**src/rtl/clk_div_pkg.sv**
```systemverilog
// Shared types and constants for the acquisition clock divider/scheduler.
package clk_div_pkg;

    typedef enum logic [1:0] {
        IDLE      = 2'd0,
        RUN       = 2'd1,
        STOP_PEND = 2'd2
    } state_t;

    // Half-period after reset: 5 MHz ref / (2 * 2500) = 1 kHz.
    localparam int DIV_DEFAULT = 2500;

endpackage

```
**src/rtl/ref_edge_det.sv**
```systemverilog
// Synchronises the asynchronous reference into clk_sys and emits a one-cycle
// pulse per rising edge. Rise-to-pulse is two clk_sys edges.
module ref_edge_det (
    input  logic clk_sys,
    input  logic rst_n,
    input  logic clk_ref,
    output logic ref_en
);

    logic r0_q, r0_d;
    logic r1_q, r1_d;
    logic r2_q, r2_d;

    always_comb begin
        r0_d = clk_ref;
        r1_d = r0_q;
        r2_d = r1_q;
    end

    always_ff @(posedge clk_sys) begin
        if (!rst_n) begin
            r0_q <= 1'b0;
            r1_q <= 1'b0;
            r2_q <= 1'b0;
        end else begin
            r0_q <= r0_d;
            r1_q <= r1_d;
            r2_q <= r2_d;
        end
    end

    assign ref_en = r1_q & ~r2_q;

endmodule

```
**src/rtl/clk_div_sched.sv**
```systemverilog
// Glitch-free programmable divider of clk_ref with start/stop/ratio changes at period ends.
// Optional burst mode (fixed number of periods per run) under `CLK_DIV_BURST_EN.
module clk_div_sched #(
    parameter int CNT_W       = 12,
`ifdef CLK_DIV_BURST_EN
    parameter int BURST_W     = 16,
`endif
    parameter int DIV_DEFAULT = clk_div_pkg::DIV_DEFAULT
) (
    input  logic             clk_sys,
    input  logic             rst_n,
    input  logic             clk_ref,
    input  logic [CNT_W-1:0] cfg_div,
    input  logic             cfg_valid,
    output logic             cfg_ready,
    input  logic             start,
    input  logic             stop,
`ifdef CLK_DIV_BURST_EN
    input  logic [BURST_W-1:0] burst_len,
`endif
    output logic             clk_out,
    output logic             tick,
    output logic             busy,
    output logic             done
);

    import clk_div_pkg::*;

    state_t           state_q, state_d;
    logic [CNT_W-1:0] count_q, count_d;
    logic [CNT_W-1:0] div_act_q, div_act_d;
    logic [CNT_W-1:0] pend_div_q, pend_div_d;
    logic             pend_q, pend_d;
    logic             clk_out_q, clk_out_d;
    logic             tick_q, tick_d;
    logic             busy_q, busy_d;
    logic             done_q, done_d;

    logic             ref_en;
    logic             running, hit, rise, fall, cfg_acc, burst_end;
    logic [CNT_W-1:0] cfg_div_sat;

    ref_edge_det u_ref_edge_det (
        .clk_sys (clk_sys),
        .rst_n   (rst_n),
        .clk_ref (clk_ref),
        .ref_en  (ref_en)
    );

    assign running     = (state_q != IDLE);
    assign hit         = running && ref_en && (count_q == div_act_q);
    assign rise        = hit && !clk_out_q;
    assign fall        = hit && clk_out_q;
    assign cfg_acc     = cfg_valid && !pend_q;
    assign cfg_div_sat = (cfg_div == '0) ? CNT_W'(1) : cfg_div;

`ifdef CLK_DIV_BURST_EN
    logic [BURST_W-1:0] burst_len_q, burst_len_d;
    logic [BURST_W-1:0] burst_cnt_q, burst_cnt_d;

    assign burst_end = fall && (burst_len_q != '0)
                       && ((burst_cnt_q + BURST_W'(1)) == burst_len_q);

    always_comb begin
        burst_len_d = burst_len_q;
        burst_cnt_d = burst_cnt_q;
        if (state_q == IDLE && start && !stop) begin
            burst_len_d = burst_len;
            burst_cnt_d = '0;
        end else if (fall) begin
            burst_cnt_d = burst_cnt_q + BURST_W'(1);
        end
    end

    always_ff @(posedge clk_sys) begin
        if (!rst_n) begin
            burst_len_q <= '0;
            burst_cnt_q <= '0;
        end else begin
            burst_len_q <= burst_len_d;
            burst_cnt_q <= burst_cnt_d;
        end
    end
`else
    assign burst_end = 1'b0;
`endif

    always_comb begin
        state_d    = state_q;
        count_d    = count_q;
        clk_out_d  = clk_out_q;
        div_act_d  = div_act_q;
        pend_d     = pend_q;
        pend_div_d = pend_div_q;

        if (running && ref_en) begin
            if (hit) begin
                count_d   = CNT_W'(1);
                clk_out_d = !clk_out_q;
            end else begin
                count_d   = count_q + CNT_W'(1);
            end
        end

        unique case (state_q)
            IDLE: begin
                if (start && !stop) begin
                    state_d   = RUN;
                    count_d   = CNT_W'(1);
                    clk_out_d = 1'b0;
                end
            end
            RUN: begin
                if (burst_end)  state_d = IDLE;
                else if (stop)  state_d = STOP_PEND;
            end
            STOP_PEND: begin
                if (fall) state_d = IDLE;
            end
            default: state_d = IDLE;
        endcase

        // A pending ratio lands on the falling edge, including the one that ends the run.
        if (fall && pend_q) begin
            div_act_d = pend_div_q;
            pend_d    = 1'b0;
        end
        if (cfg_acc) begin
            if (state_q == IDLE) begin
                div_act_d = cfg_div_sat;
            end else begin
                pend_d     = 1'b1;
                pend_div_d = cfg_div_sat;
            end
        end

        tick_d = rise;
        busy_d = (state_d != IDLE);
        done_d = running && (state_d == IDLE);
    end

    always_ff @(posedge clk_sys) begin
        if (!rst_n) begin
            state_q    <= IDLE;
            count_q    <= CNT_W'(1);
            div_act_q  <= CNT_W'(DIV_DEFAULT);
            pend_div_q <= '0;
            pend_q     <= 1'b0;
            clk_out_q  <= 1'b0;
            tick_q     <= 1'b0;
            busy_q     <= 1'b0;
            done_q     <= 1'b0;
        end else begin
            state_q    <= state_d;
            count_q    <= count_d;
            div_act_q  <= div_act_d;
            pend_div_q <= pend_div_d;
            pend_q     <= pend_d;
            clk_out_q  <= clk_out_d;
            tick_q     <= tick_d;
            busy_q     <= busy_d;
            done_q     <= done_d;
        end
    end

    assign cfg_ready = !pend_q;
    assign clk_out   = clk_out_q;
    assign tick      = tick_q;
    assign busy      = busy_q;
    assign done      = done_q;

endmodule

```
**config.mk**
```make
export PLATFORM = sky130hd
export DESIGN_NAME = clk_div_sched
export DESIGN_NICKNAME = d
export VERILOG_FILES = /design/src/rtl/clk_div_pkg.sv /design/src/rtl/ref_edge_det.sv /design/src/rtl/clk_div_sched.sv
export SDC_FILE = /design/constraint.sdc
export NUM_CORES = 1
export LEC_CHECK = 0
export ABC_AREA = 1
export CORE_ASPECT_RATIO = 1.4
export CORE_MARGIN = 1
export CORE_UTILIZATION = 55
export CTS_BUF_LIST = sky130_fd_sc_hd__clkbuf_16
export DETAILED_ROUTE_END_ITERATION = 16
export GPL_TIMING_DRIVEN = 0
export PLACE_DENSITY = 0.77
export SLEW_MARGIN = 10
export SYNTH_ARGS = -nofsm -noshare
export SYNTH_HDL_FRONTEND = slang
export SYNTH_HIERARCHICAL = 1
export SYNTH_SLANG_ARGS = --single-unit
```
**constraint.sdc**
```tcl
create_clock -name clk_sys -period 4.2 [get_ports clk_sys]
set_input_delay 0.84 -clock clk_sys [delete_from_list [all_inputs] [get_ports clk_sys]]
set_output_delay 0.84 -clock clk_sys [all_outputs]
set_load 0.005 [all_outputs]
```
## Yosys cells after proc, flatten, opt, wreduce, memory -nomap -nowiden

Cells that the tools add are included.

| cells by class | value |
|---|---|
| bitwise gates (word level) | 3 |
| equality and inequality tests | 3 |
| add/sub/neg operators | 1 |
| multiplexer cells | 19 |
| reduce and logical (&&, ||, !) cells | 17 |

Operators by type and width:

| kind | number |
|---|---|
| $mux W12 | 8 |
| $add A12 B1 Y12 const B | 1 |
| $eq A12 B12 Y1 | 1 |
| $logic_not A12 Y1 | 1 |
| $logic_and A1 B1 Y1 | 8 |
| $mux W1 | 7 |
| $mux W2 | 3 |
| $pmux W2 S3 | 1 |
| $logic_not A2 Y1 | 2 |
| $reduce_bool A2 Y1 | 2 |
| $logic_not A1 Y1 | 3 |
| $eq A2 B1 Y1 const B | 1 |
| $eq A2 B2 Y1 const B | 1 |
| $not A1 Y1 | 2 |
| $reduce_and A2 Y1 | 1 |
| $and A1 B1 Y1 | 1 |

| word-level totals | value |
|---|---|
| output and inout bits | 5 |
| bits of input ports | 18 |
| flip-flop bits (word level) | 46 |

## Logic depth before layout (Yosys ltp)

| depth | value |
|---|---|
| depth in word-level cells | 9 |
| depth in mapped cells | 15 |
| mapped depth without buffers | 15 |

## By module

The synthesis kept the hierarchy.

By module, submodules not included:

| module | cells an instance | instances | area each (um^2) |
|---|---|---|---|
| clk_div_sched | 304 | 1 | 2179.6 |
| ref_edge_det | 11 | 1 | 92.6 |

## Worst setup path after synthesis

No wires, ideal clock.

| timing | value |
|---|---|
| path kind | register -> register |
| from | reg u_ref_edge_det.r1_q |
| to | reg div_act_q[8] |
| stages on the path, launching flop included | 14 |
| path buffers | 1 |
| setup time | 135 ps |
| setup slack | 2164 ps |
| data required time | 4065 ps |
| arrival | 1900 ps |
| path through | dfxtp_1 > inv_1 > nor2_2 > inv_1 > nor2_8 > nand3_2 > nor2_2 > nand2_2 > inv_1 > ha_1 > nand2_1 > clkbuf_1 > o211ai_1 > o211ai_1 |

| on the way | value |
|---|---|
| longest elaborated chain between the ends | 8 |

Ends and longest elaborated chain:

| item | line | source |
|---|---|---|
| start: declaration | ref_edge_det.sv:11 | `logic r1_q, r1_d;` |
| start signal: assignment | ref_edge_det.sv:27 | `r1_q <= r1_d;` |
| $and A1 B1 Y1 (*) | ref_edge_det.sv:32 | `assign ref_en = r1_q & ~r2_q;` |
| net ref_en | clk_div_sched.sv:39 | `logic ref_en;` |
| $logic_and A1 B1 Y1 (*) (2 in a row) | clk_div_sched.sv:51 | `assign hit = running && ref_en && (count_q == div_act_q);` |
| $logic_and A1 B1 Y1 (*) | clk_div_sched.sv:53 | `assign fall = hit && clk_out_q;` |
| $logic_and A1 B1 Y1 (*) | clk_div_sched.sv:124 | `if (fall && pend_q) begin` |
| $mux W12 (*) | clk_div_sched.sv:124 |  |
| $mux W12 | clk_div_sched.sv:129 | `if (state_q == IDLE) begin` |
| $mux W12 (*) | clk_div_sched.sv:128 | `if (cfg_acc) begin` |
| end signal: assignment | clk_div_sched.sv:146 | `div_act_q <= CNT_W'(DIV_DEFAULT);` |
| end signal: assignment | clk_div_sched.sv:156 | `div_act_q <= div_act_d;` |
| end: declaration | clk_div_sched.sv:31 | `logic [CNT_W-1:0] div_act_q, div_act_d;` |

Mark *: on every way through the listed nets, which the timed path passes. The rest lies on a longest branch.
A chain may end at the register's enable or synchronous reset.

## Final worst setup path

Ends and elaborated chain as after synthesis.

==> run_results.csv <==
group,metric,value,unit
run,maxCapViolCount,0,
grt,antenna_found_initial,0,
synth,synth_top_area_share,40.5,%
setup_path,path_max_fanout,10,
drt,avgViaCountPerCell,5.21,
synth,avgSynthCellArea,7.21,µm²
outcome,status,"complete, no violations",
sta,hold_viol_final,0,
finish,diodes,0,
clock_network,cts_root_buffer,"clkbuf_16",
placement,post-place-cells,380,
clock_network,worstSkewPairLatency,290,ps
sta,fin_setup_tns,0,ps
die,dieArea,4400,µm²
grt,overflow,0,
grt,grt_pass1_wl,8.38,mm
clock_network,cts_setup_buffers,0,
placement,dpl.hpwl,3.62,mm
setup_path,cp_slowest_stage_delay,320,ps
synth,seq_area_frac_synth,40.5,%
synth,ys_ff_latch,46,
setup_path,timing.critical_path.mode_cell,"inv_1",
sta,setup_ws,1750,ps
die,die_w,56.3,µm
sta,slew_headroom,66.0,%
placement,gp_congestion,0.812,
grt,grt_max_degree,15,
placement,pre_cts_ws,1760,ps
drt,wire_per_inst,12.5,µm
sta,drv_slew,0,
finish,drive_gt1_share,9.30,%
power_and_ir_drop,fin_total_pwr,965,µW
drt,via_count,2015,
clock_network,clockBufferDepth,2,
drt,drc_errors,0,
power_and_ir_drop,power_leakage,1.22,nW
die,initial_core_util,57.5,%
die,io_pins,23,
setup_path,cp-end-kind,"register",
synth,ys_types,32,
min_path,hp-class,"register to register",
sta,period_needed,2450,ps
synth,syn_inst,315,
finish,mostFrequentLayoutCells,"nand2_1, nor2_1, dfxtp_1, inv_1, o21ai_0",
sta,clock.fmax,408,MHz
clock_network,ctsResizeCount,0,
setup_path,setup.worst_path.start_class,"register",
drt,drt_wl_total,4.82,mm
clock_network,numCtsBuffers,5,
finish,final_common_cell,"nand2_1",
grt,grt_use_total,24.2,%
finish,nets,365,
setup_path,crit_path_top_delay_cell,"dfxtp_1",
setup_path,arrival,2590,ps
clock_network,clock_sinks,46,
setup_path,worst-setup-path-type,"register to register",
drt,drt-initial-drc-count,65,
synth,syn_area,2270,µm²
setup_path,worstPathCellList,"inv_1, nor2_2, inv_1, nor2_8, nand3_2, nor2_2, nand2_2, inv_1, ha_1, nand2_1, clkbuf_1, o211ai_1, o211ai_1",
die,fp-row-count,27,
drt,antenna_left,0,
synth,synth_top_area_cell,"dfxtp_1",
synth,ys_warn_count,6,
clock_network,cts_tree,"yes",
clock_network,cts.clk_slew.worst_paths,60,ps
setup_path,cp.required,4340,ps
synth,synthTopCellsByArea,"dfxtp_1, nand2_1, nor2_1",
clock_network,hold_buffers,0,
finish,syn_to_final_growth,18.2,%
die,die_h,78.1,µm
die,coreArea,3950,µm²
clock_network,htreeDepth,2,
power_and_ir_drop,peakVddDrop,353,µV
placement,portBuffers,22,
sta,report.final.setup_viol,0,
power_and_ir_drop,power_density,359,nW/µm²
grt,grt_pass1_vias,1894,
drt,dr.pass1.iters,4,
finish,finalNonFillerCells,387,
synth,syn_nets,336,
sta,grt_setup_unrepaired,"no",
sta,fin_worst_skew,8.97,ps
sta,finalCritPeriodShare,58.4,%
sta,tightest_slew,510,ps
flip-flops by register name, summed over array words and instances, names as in the netlist, 2 cells and up:
name	count
count_q	12
div_act_q	12
pend_div_q	12
state_q	2
where the power goes:
part / switching [mW] / total [mW] / internal, mW
sequential: 0.0144 / 0.472 / 0.458
combinational: 0.0654 / 0.115 / 0.0498
clock: 0.161 / 0.378 / 0.217
total: 0.241 / 0.965 / 0.725
logic make-up (layout without fill, tap and decap cells):
group	after synthesis	count (layout)	share of synthesized area, %
DFF	46	46	40.5
adders and majority gates	3	3	1.65
xor gates and xnor gates	11	11	4.24
and+or+nand+nor	155	155	32.3
AOI/OAI and AO/OA	54	54	13.3
buffers and inverters	46	75	7.98
cell type report:
| class | count | area (µm²) |
|---|---|---|
| Buffer | 5 | 27.5 |
| Clock buffer | 5 | 125 |
| Clock inverter | 2 | 15.0 |
| Fill cell | 356 | 1270 |
| Inverter | 41 | 154 |
| Multi-Input combinational cell | 223 | 1170 |
| Sequential cell | 46 | 921 |
| Tap cell | 43 | 53.8 |
| Timing Repair Buffer | 22 | 220 |
metrics by stage:
step                cell area (µm²)  hold slack (ps)  util (%)
detailed placement             2550              403      64.4
CTS                            2690              418      68.0
floorplan                      2270              386         -
finish                         2690              414      68.0
global route                   2690              449      68.0
global placement               2550              397      64.4
worst paths after layout:
| kind | start | endpoint | slack (ps) | cells after the start |
|---|---|---|---|---|
| max | u_ref_edge_det/r1_q$_SDFF_PN0_ | div_act_q[8]$_SDFF_PN1_ | 1750 | 13 |
| max reg2reg | u_ref_edge_det/r1_q$_SDFF_PN0_ | div_act_q[8]$_SDFF_PN1_ | 1750 | 13 |
| min | u_ref_edge_det/r0_q$_SDFF_PN0_ | u_ref_edge_det/r1_q$_SDFF_PN0_ | 410 | 2 |
| min reg2reg | u_ref_edge_det/r0_q$_SDFF_PN0_ | u_ref_edge_det/r1_q$_SDFF_PN0_ | 410 | 2 |
layer usage:
layer / part of all wire [%] / wire length, µm / GRT usage (%) / vias to the layer above
li1: - / - / - / 1056
met1: 44 / 2110 / 28.9 / 918
met2: 52 / 2510 / 43.2 / 35
met3: 2.4 / 117 / 3.95 / 6
met4: 1.7 / 84 / 9.02 / 0
met5: 0 / 0 / 0 / -
synth_stat cells:
library cell and instances:
inv_1 36, a21oi_1 16, nor3_1 1, ha_1 3
nor4_1 3, dfxtp_1 46, nand3_1 11, nor2_1 53
nand3_2 1, buf_2 1, a31oi_1 2, inv_2 4
nand3_4 1, o21ai_0 25, o221ai_1 1, nor2_4 4
nor2_2 4, clkbuf_1 3, nand2_1 69, xor2_1 7
o211ai_1 5, a31oi_2 1, xnor2_1 4, nor2_8 2
o21ai_2 1, nand3b_1 1, clkinv_1 1, nand2_2 1
o31ai_1 1, o21ai_1 2, buf_6 1, nand2_4 4
worst max-delay path, delay by kind of cell, from the launching register on:
| family | cells | cell delay (ps) |
|---|---|---|
| AND/OR/NAND/NOR | 6 | 850 |
| flip-flops | 1 | 320 |
| adder cells (fa/ha/maj) | 1 | 220 |
| AO/OA/AOI/OAI | 2 | 340 |
| buffers and inverters | 4 | 580 |
No activity file was read; power rests on OpenSTA's default activity.
